## src/rtl/cmd_copy_opt_multi_pkg.sv

```systemverilog
// cmd_copy_opt_pkg: shared states, flag positions and flag-update helpers for the copy-flag optimiser
package cmd_copy_opt_pkg;
  typedef enum logic [3:0] {
    IDLE, RD_NADDR, RD_CADDR, CMP, RD_CFLG, RD_NFLG, WR_CUR, WR_NEXT, DONE
  } state_t;
  localparam int FLG_COPY_IN  = 4;
  localparam int FLG_COPY_OUT = 5;
  localparam int FLG_REUSE    = 7;
  function automatic logic [2:0] hdr_words(input logic [1:0] cmd_type);
    return cmd_type == 2'd0 ? 3'd3 : 3'd4;
  endfunction
  function automatic logic [15:0] upd_flags(input logic [7:0] c, input logic [7:0] n);
    logic [7:0] cu, nu;
    logic keep;
    keep = n[FLG_COPY_IN] & ~c[FLG_REUSE] & ~c[FLG_COPY_IN];
    cu = c;
    cu[FLG_COPY_OUT] = c[FLG_COPY_OUT] & ~n[FLG_COPY_OUT];
    nu = n;
    nu[FLG_COPY_IN] = keep;
    nu[FLG_REUSE] = n[FLG_COPY_IN] & ~keep;
    return {cu, nu};
  endfunction
endpackage

```

## src/rtl/cmd_copy_opt_multi_if.sv

```systemverilog
// cmd_copy_opt_multi_if: control handshake and shared subqueue memory bus of the optimiser
interface cmd_copy_opt_multi_if #(
  parameter int SUBQUEUE_BITS = 6,
  parameter int NUM_QUEUES    = 2,
  parameter int ARG_CNT_W     = 4,
  parameter int QSEL_W        = 1
);
  logic [SUBQUEUE_BITS-1:0] q_addr;
  logic [NUM_QUEUES-1:0]    q_en;
  logic [7:0]               q_we;
  logic [63:0]              q_din;
  logic [NUM_QUEUES*64-1:0] q_dout;
  logic                     start;
  logic                     busy;
  logic                     finished;
  logic [QSEL_W-1:0]        queue_select;
  logic [1:0]               cmd_type;
  logic                     full_match;
  logic [SUBQUEUE_BITS-1:0] first_idx;
  logic [SUBQUEUE_BITS-1:0] first_next_idx;
  logic [ARG_CNT_W-1:0]     num_args_cur;
  logic [ARG_CNT_W-1:0]     num_args_next;
  logic [ARG_CNT_W-1:0]     match_count;
  modport master (
    output q_addr, q_en, q_we, q_din, busy, finished, match_count,
    input  q_dout, start, queue_select, cmd_type, full_match,
           first_idx, first_next_idx, num_args_cur, num_args_next
  );
  modport slave (
    input  q_addr, q_en, q_we, q_din, busy, finished, match_count,
    output q_dout, start, queue_select, cmd_type, full_match,
           first_idx, first_next_idx, num_args_cur, num_args_next
  );
endinterface

```

## src/rtl/cmd_copy_opt_multi_arg_iter.sv

```systemverilog
// cmd_arg_iter: i/j argument counters with positional or any-to-any loop control and word index generation
module cmd_arg_iter #(
  parameter int SUBQUEUE_BITS = 6,
  parameter int ARG_CNT_W     = 4
) (
  input  logic                     clk,
  input  logic                     rstn,
  input  logic                     load,
  input  logic                     step,
  input  logic                     matched,
  input  logic                     full,
  input  logic [ARG_CNT_W-1:0]     n_cur,
  input  logic [ARG_CNT_W-1:0]     n_next,
  input  logic [SUBQUEUE_BITS-1:0] base_cur,
  input  logic [SUBQUEUE_BITS-1:0] base_next,
  output logic [SUBQUEUE_BITS-1:0] cur_flg,
  output logic [SUBQUEUE_BITS-1:0] cur_adr,
  output logic [SUBQUEUE_BITS-1:0] nxt_flg,
  output logic [SUBQUEUE_BITS-1:0] nxt_adr,
  output logic                     inner_more,
  output logic                     exhausted
);
  logic [ARG_CNT_W-1:0] i, j, nc, lim, i_nx, j_nx;
  logic [SUBQUEUE_BITS-1:0] bc, bn;
  logic fm;
  assign i_nx = i + ARG_CNT_W'(1);
  assign j_nx = j + ARG_CNT_W'(1);
  assign inner_more = fm && !matched && (i_nx < nc);
  assign exhausted = !inner_more && (j_nx >= lim);
  assign cur_flg = bc + (SUBQUEUE_BITS'(i) << 1);
  assign cur_adr = cur_flg + SUBQUEUE_BITS'(1);
  assign nxt_flg = bn + (SUBQUEUE_BITS'(j) << 1);
  assign nxt_adr = nxt_flg + SUBQUEUE_BITS'(1);
  // counters: positional mode keeps i locked to j; full mode sweeps i per j
  always_ff @(posedge clk or negedge rstn) begin
    if (!rstn) begin
      i <= '0;
      j <= '0;
      nc <= '0;
      lim <= '0;
      fm <= 1'b0;
      bc <= '0;
      bn <= '0;
    end else if (load) begin
      i <= '0;
      j <= '0;
      nc <= n_cur;
      fm <= full;
      lim <= full ? n_next : (n_next < n_cur ? n_next : n_cur);
      bc <= base_cur;
      bn <= base_next;
    end else if (step) begin
      i <= inner_more ? i_nx : (fm ? '0 : j_nx);
      j <= inner_more ? j : j_nx;
    end
  end
endmodule

```

## src/rtl/cmd_copy_opt_multi.sv

```systemverilog
// cmd_copy_opt_multi: rewrites copy/reuse flags of matching arguments in consecutive queued commands
module cmd_copy_opt_multi
  import cmd_copy_opt_pkg::*;
#(
  parameter int SUBQUEUE_BITS = 6,
  parameter int NUM_QUEUES    = 2,
  parameter int MAX_ARGS      = 15,
  parameter int ARG_CNT_W     = $clog2(MAX_ARGS + 1),
  parameter int QSEL_W        = (NUM_QUEUES > 1) ? $clog2(NUM_QUEUES) : 1
) (
  input logic clk,
  input logic rstn,
  cmd_copy_opt_multi_if.master bus
);
  state_t state, nxt, after;
  logic [QSEL_W-1:0] qsel;
  logic [63:0] addr_n, dout;
  logic [7:0] c_flg, n_flg;
  logic [15:0] upd;
  logic [SUBQUEUE_BITS-1:0] cur_flg, cur_adr, nxt_flg, nxt_adr;
  logic [ARG_CNT_W-1:0] mcnt;
  logic naddr_q, acc, we, hit, load, step, inner_more, exhausted;
  assign dout = bus.q_dout[64*qsel +: 64];
  assign hit = dout == addr_n;
  assign load = state == IDLE && bus.start;
  assign step = (state == CMP && !hit) || state == WR_NEXT;
  assign upd = upd_flags(c_flg, state == WR_CUR ? dout[7:0] : n_flg);
  assign bus.q_en = acc ? NUM_QUEUES'(1) << qsel : '0;
  assign bus.q_we = we ? 8'h01 : 8'h00;
  assign bus.busy = state != IDLE && state != DONE;
  assign bus.finished = state == DONE;
  assign bus.match_count = mcnt;
  cmd_arg_iter #(.SUBQUEUE_BITS(SUBQUEUE_BITS), .ARG_CNT_W(ARG_CNT_W)) u_iter (
    .clk(clk),
    .rstn(rstn),
    .load(load),
    .step(step),
    .matched(state == WR_NEXT),
    .full(bus.full_match),
    .n_cur(bus.num_args_cur),
    .n_next(bus.num_args_next),
    .base_cur(bus.first_idx + SUBQUEUE_BITS'(hdr_words(bus.cmd_type))),
    .base_next(bus.first_next_idx + SUBQUEUE_BITS'(hdr_words(bus.cmd_type))),
    .cur_flg(cur_flg),
    .cur_adr(cur_adr),
    .nxt_flg(nxt_flg),
    .nxt_adr(nxt_adr),
    .inner_more(inner_more),
    .exhausted(exhausted)
  );
  // state register plus captured address/flag operands and match counter
  always_ff @(posedge clk or negedge rstn) begin
    if (!rstn) begin
      state <= IDLE;
      qsel <= '0;
      mcnt <= '0;
      addr_n <= '0;
      c_flg <= '0;
      n_flg <= '0;
      naddr_q <= 1'b0;
    end else begin
      state <= nxt;
      naddr_q <= state == RD_NADDR;
      if (load) qsel <= bus.queue_select;
      if (load) mcnt <= '0;
      else if (state == CMP && hit) mcnt <= mcnt + ARG_CNT_W'(1);
      if (state == RD_CADDR && naddr_q) addr_n <= dout;
      if (state == RD_NFLG) c_flg <= dout[7:0];
      if (state == WR_CUR) n_flg <= dout[7:0];
    end
  end
  // next state and memory access decode
  always_comb begin
    nxt = state;
    acc = 1'b0;
    we = 1'b0;
    bus.q_addr = '0;
    bus.q_din = '0;
    after = exhausted ? DONE : (inner_more ? RD_CADDR : RD_NADDR);
    case (state)
      IDLE:     nxt = !bus.start ? IDLE : ((bus.num_args_cur == '0 || bus.num_args_next == '0) ? DONE : RD_NADDR);
      RD_NADDR: begin
        acc = 1'b1;
        bus.q_addr = nxt_adr;
        nxt = RD_CADDR;
      end
      RD_CADDR: begin
        acc = 1'b1;
        bus.q_addr = cur_adr;
        nxt = CMP;
      end
      CMP:      nxt = hit ? RD_CFLG : after;
      RD_CFLG:  begin
        acc = 1'b1;
        bus.q_addr = cur_flg;
        nxt = RD_NFLG;
      end
      RD_NFLG:  begin
        acc = 1'b1;
        bus.q_addr = nxt_flg;
        nxt = WR_CUR;
      end
      WR_CUR:   begin
        acc = 1'b1;
        we = 1'b1;
        bus.q_addr = cur_flg;
        bus.q_din = {56'b0, upd[15:8]};
        nxt = WR_NEXT;
      end
      WR_NEXT:  begin
        acc = 1'b1;
        we = 1'b1;
        bus.q_addr = nxt_flg;
        bus.q_din = {56'b0, upd[7:0]};
        nxt = after;
      end
      default:  nxt = IDLE;
    endcase
  end
endmodule

```

## src/flat_wrapper.sv

```systemverilog
// flat-port wrapper written by rule: the top's interface ports become plain ports
module cmd_copy_opt_multi_flat import cmd_copy_opt_pkg::*;
#(
  parameter int SUBQUEUE_BITS = 6,
  parameter int NUM_QUEUES    = 2,
  parameter int MAX_ARGS      = 15,
  parameter int ARG_CNT_W     = $clog2(MAX_ARGS + 1),
  parameter int QSEL_W        = (NUM_QUEUES > 1) ? $clog2(NUM_QUEUES) : 1
)
  (clk, rstn, bus_q_addr, bus_q_en, bus_q_we, bus_q_din, bus_busy, bus_finished, bus_match_count, bus_q_dout, bus_start, bus_queue_select, bus_cmd_type, bus_full_match, bus_first_idx, bus_first_next_idx, bus_num_args_cur, bus_num_args_next);
  cmd_copy_opt_multi_if #(.SUBQUEUE_BITS(SUBQUEUE_BITS), .NUM_QUEUES(NUM_QUEUES), .ARG_CNT_W(ARG_CNT_W), .QSEL_W(QSEL_W)) bus_i ();
  input logic clk;
  input logic rstn;
  output wire logic [$bits(bus_i.q_addr)-1:0] bus_q_addr;
  output wire logic [$bits(bus_i.q_en)-1:0] bus_q_en;
  output wire logic [$bits(bus_i.q_we)-1:0] bus_q_we;
  output wire logic [$bits(bus_i.q_din)-1:0] bus_q_din;
  output wire logic [$bits(bus_i.busy)-1:0] bus_busy;
  output wire logic [$bits(bus_i.finished)-1:0] bus_finished;
  output wire logic [$bits(bus_i.match_count)-1:0] bus_match_count;
  input wire logic [$bits(bus_i.q_dout)-1:0] bus_q_dout;
  input wire logic [$bits(bus_i.start)-1:0] bus_start;
  input wire logic [$bits(bus_i.queue_select)-1:0] bus_queue_select;
  input wire logic [$bits(bus_i.cmd_type)-1:0] bus_cmd_type;
  input wire logic [$bits(bus_i.full_match)-1:0] bus_full_match;
  input wire logic [$bits(bus_i.first_idx)-1:0] bus_first_idx;
  input wire logic [$bits(bus_i.first_next_idx)-1:0] bus_first_next_idx;
  input wire logic [$bits(bus_i.num_args_cur)-1:0] bus_num_args_cur;
  input wire logic [$bits(bus_i.num_args_next)-1:0] bus_num_args_next;
  assign bus_q_addr = bus_i.q_addr;
  assign bus_q_en = bus_i.q_en;
  assign bus_q_we = bus_i.q_we;
  assign bus_q_din = bus_i.q_din;
  assign bus_busy = bus_i.busy;
  assign bus_finished = bus_i.finished;
  assign bus_match_count = bus_i.match_count;
  assign bus_i.q_dout = bus_q_dout;
  assign bus_i.start = bus_start;
  assign bus_i.queue_select = bus_queue_select;
  assign bus_i.cmd_type = bus_cmd_type;
  assign bus_i.full_match = bus_full_match;
  assign bus_i.first_idx = bus_first_idx;
  assign bus_i.first_next_idx = bus_first_next_idx;
  assign bus_i.num_args_cur = bus_num_args_cur;
  assign bus_i.num_args_next = bus_num_args_next;
  cmd_copy_opt_multi #(.SUBQUEUE_BITS(SUBQUEUE_BITS), .NUM_QUEUES(NUM_QUEUES), .MAX_ARGS(MAX_ARGS), .ARG_CNT_W(ARG_CNT_W), .QSEL_W(QSEL_W)) u_core (.clk(clk), .rstn(rstn), .bus(bus_i));
endmodule
```

## config.mk

```make
export PLATFORM = sky130hd
export DESIGN_NAME = cmd_copy_opt_multi_flat
export DESIGN_NICKNAME = d
export VERILOG_FILES = /design/src/rtl/cmd_copy_opt_multi_pkg.sv /design/src/rtl/cmd_copy_opt_multi_if.sv /design/src/rtl/cmd_copy_opt_multi_arg_iter.sv /design/src/rtl/cmd_copy_opt_multi.sv /design/src/flat_wrapper.sv
export SDC_FILE = /design/constraint.sdc
export NUM_CORES = 1
export LEC_CHECK = 0
export CAP_MARGIN = 30
export CORE_MARGIN = 1
export CORE_UTILIZATION = 48
export CTS_CLUSTER_SIZE = 14
export DETAILED_ROUTE_END_ITERATION = 6
export PLACE_DENSITY_LB_ADDON = 0.12
export SYNTH_ARGS = -nofsm -noshare
export SYNTH_HDL_FRONTEND = slang
export SYNTH_SLANG_ARGS = --single-unit
export TNS_END_PERCENT = 1
```

## constraint.sdc

```tcl
create_clock -name clk -period 3 [get_ports clk]
set_input_delay 0.75 -clock clk [delete_from_list [all_inputs] [get_ports clk]]
set_output_delay 0.75 -clock clk [all_outputs]
set_load 0.005 [all_outputs]
```

==> results.py <==
metrics = {
    "run_status": {
        "status": "finished, violations left",
        "failed_checks": "setup timing",
    },
    "power": {
        "sw_frac_of_total_pct": 36.77,
        "ir_drop_mv": 0.6353,
        "pwr_density_cell_nw_per_um2": 878.7,
        "power.switching_uw": 3469,
        "leakage_uw": 0.004723,
        "power_uw": 9434,
        "internal_power_uw": 5966,
        "seqPwrFrac_pct": 27.6,
        "p_clk_share_pct": 20.3,
        "p_comb_share_pct": 52.1,
    },
    "finish": {
        "antenna_cells": 0,
        "area_delta_synth_final_pct": 39.87,
        "drive_above_1_share_pct": 15.84,
        "final_net_count": 1267,
        "finish.utilization_pct": 69.59,
    },
    "synthesis": {
        "yosysMostFrequentCell": "dfrtp_1",
        "synth_cell_types": 50,
        "syn_area_um2": 7676,
        "ys_ff_latch": 118,
        "synth_area_leader_cell": "dfrtp_1",
        "ys_seq_area_share_pct": 38.47,
        "async_reset_ff_share_pct": 100.0,
        "synth-edff-count": 0,
        "synth_top_cells_by_area": "dfrtp_1, mux2i_1, xnor2_1",
        "yosysWarnings": 0,
        "ys_top_cells_by_count": "dfrtp_1, nor2_1, a21oi_1, xnor2_1, mux2i_1",
        "avgSynthCellArea_um2": 9.338,
        "syn_inst": 822,
        "synth_top_flop_cell": "dfrtp_1",
        "synth_top_area_share_pct": 38.47,
    },
    "sta": {
        "finalSetupViolations": 9,
        "timing.final.ws_setup_ns": -0.2602,
        "hold_violations": 0,
        "drv_slew": 0,
        "period_needed_ns": 3.260,
        "rsz0062_at_grt": "yes",
        "slew_headroom_pct": 35.29,
        "tightest_slew_ns": 0.9671,
        "fin_crit_sh_pct": 108.7,
        "skew_ns": 0.006352,
        "timing.fmax_mhz": 306.7,
    },
    "die": {
        "die_y_um": 128.5,
        "initial_utilization_pct": 49.76,
        "die_area_um2": 16500,
        "die-width_um": 128.5,
        "core_um2": 15430,
        "ios": 241,
        "placementRows": 45,
    },
    "global_route": {
        "grt.total_usage_pct": 23.40,
        "grt_pass1_wl_um": 29920,
        "grt_overflow": 0,
        "antenna_found_initial": 0,
        "grt_pass1_vias": 6360,
        "grt_max_degree": 58,
    },
    "clocking": {
        "root_buffer": "clkbuf_16",
        "cts_tree": "done",
        "cts.clk_slew.worst_paths_ns": 0.05,
        "clk_latency_ns": 0.41,
        "cts_buffer_depth": 2,
        "clock-sinks": 118,
        "cts_max_level": 4,
        "cts_buffers": 17,
        "cts_hold_buf": 0,
    },
    "setup_path": {
        "critPathCaptureType": "output port",
        "crit_arrival_ns": 2.51,
        "crit_required_ns": 2.25,
        "critPathMaxFanout": 2,
        "crit_path_start_kind": "flip-flop",
        "path_class": "flip-flop to output port",
    },
    "detailed_routing": {
        "drt_first_pass_iters": 4,
        "drt-total-wl_um": 19070,
        "ant_nets": 0,
        "avgViaCountPerCell": 4.952,
        "wl_per_cell_um": 14.63,
        "drc": 0,
        "vias": 6453,
        "drt_iter0_drc": 456,
    },
    "placement": {
        "portBuffers": 177,
        "dp_hpwl_um": 14130,
        "dp_slack_ns": -0.3688,
        "gp_congestion": 0.8075,
    },
    "hold_path": {
        "min_path_type": "input port to asynchronous set/reset pin",
    },
    "run": {
        "drv_cap": 0,
    },
}
[power groups by stage]
stage | Sequential [uW] | Combinational [uW] | Clock, uW
after floorplan | 2520 | 3200 | 0
after global placement | 2590 | 4660 | 0
after detailed placement | 2630 | 4730 | 0
after CTS | 2600 | 4850 | 1940
after global routing | 2670 | 5410 | 2000
final | 2600 | 4920 | 1910
[repair_timing]
item / in CTS / in global routing
resized for setup: 39 / 7
setup endpoints to repair: 21 / 23
setup buffers: 3 / 2
pin swaps: 14 / 5
[path summary, 6_finish.rpt]
check	start	end	slack, ns	cells past startpoint
setup / recovery	u_core.u_iter.j[0]	bus_q_addr[5]	-0.26	9
hold / removal	rstn	u_core.addr_n[18]	0.28	1
setup reg to reg	u_core.qsel	u_core.bus.match_count[3]	0.01	11
hold reg to reg	u_core.u_iter.lim[3]	u_core.u_iter.lim[3]	0.48	2
max in group asynchronous	rstn	u_core.addr_n[57]	1.92	2
min in group clk	u_core.u_iter.lim[3]	u_core.u_iter.lim[3]	0.48	2
[final cells by class]
class	count	area (um^2)
Clock inverter	3	40.04
Multi-Input combinational cell	641	4277
Sequential cell	118	2957
Tap cell	211	264.0
Clock buffer	28	516.7
Inverter	22	82.58
Fill cell	1276	4691
Timing Repair Buffer	280	2600
[worst max-delay path, stage by stage, from the launching register on]
cell,delay [ns]
dfrtp_1,0.39
ha_2,0.21
fa_2,0.42
a21o_1,0.19
a21oi_2,0.16
xnor2_1,0.17
mux2i_1,0.13
xnor2_1,0.14
o22ai_1,0.17
buf_2,0.14
[logic make-up after synthesis]
kind of cell | share of synthesized area, %
AO/OA/AOI/OAI | 11.67
XOR/XNOR | 9.927
adder cells (fa/ha/maj) | 5.607
buffers and inverters | 10.12
flip-flops | 38.47
multiplexers | 11.13
other | 0.04885
AND/OR/NAND/NOR | 13.02
[state kept, by name, indices dropped and copies added, names as in the netlist]
register	cells
u_core.u_iter.j	4
u_core.u_iter.bn	6
u_core.c_flg	8
u_core.u_iter.bc	6
u_core.u_iter.lim	4
u_core.bus.match_count	4
u_core.u_iter.nc	4
u_core.qsel	1
u_core.naddr_q	1
u_core.addr_n	64
u_core.state	4
u_core.u_iter.fm	1
u_core.n_flg	7
u_core.u_iter.i	4
[layer usage]
layer | up-vias | routed length [um] | global-route usage [%]
li1 | 3196 | - | -
met1 | 3054 | 8279 | 28.81
met2 | 181 | 9496 | 41.02
met3 | 22 | 1044 | 5.114
met4 | 0 | 248 | 7.059
met5 | - | 0 | 0
[cells in the final DEF, fill, tap and decap left out, drive strengths merged, types with 2 or more instances in the layout]
cell type / count
ha: 28
clkbuf: 28
clkinv: 2
clkdlybuf4s50: 167
nand2: 59
or3: 2
dlygate4sd2: 4
mux2i: 76
nor2: 100
xnor2: 76
mux2: 3
o22ai: 7
dfrtp: 118
a21oi: 96
nand4: 6
nand3: 7
and3: 2
a21boi: 2
inv: 22
o21ai: 32
nor3: 4
conb: 63
buf: 107
a211oi: 3
fa: 4
a21o: 10
nor4: 20
nor2b: 4
xor2: 11
a32o: 5
nand2b: 8
[through the flow]
step | setup TNS, ns | cell area [um^2] | hold slack (ns) | std cells
2_1_floorplan | 0 | 7909 | 0.4401 | 884
3_3_place_gp | -5.184 | 10060 | 0.4618 | 1267
3_5_place_dp | -5.185 | 10060 | 0.4746 | 1267
4_1_cts | -1.581 | 10700 | 0.2889 | 1301
5_1_grt | -3.241 | 10740 | 0.3056 | 1303
6_report | -1.255 | 10740 | 0.2798 | 1303
(Power assumes the default switching activity.)
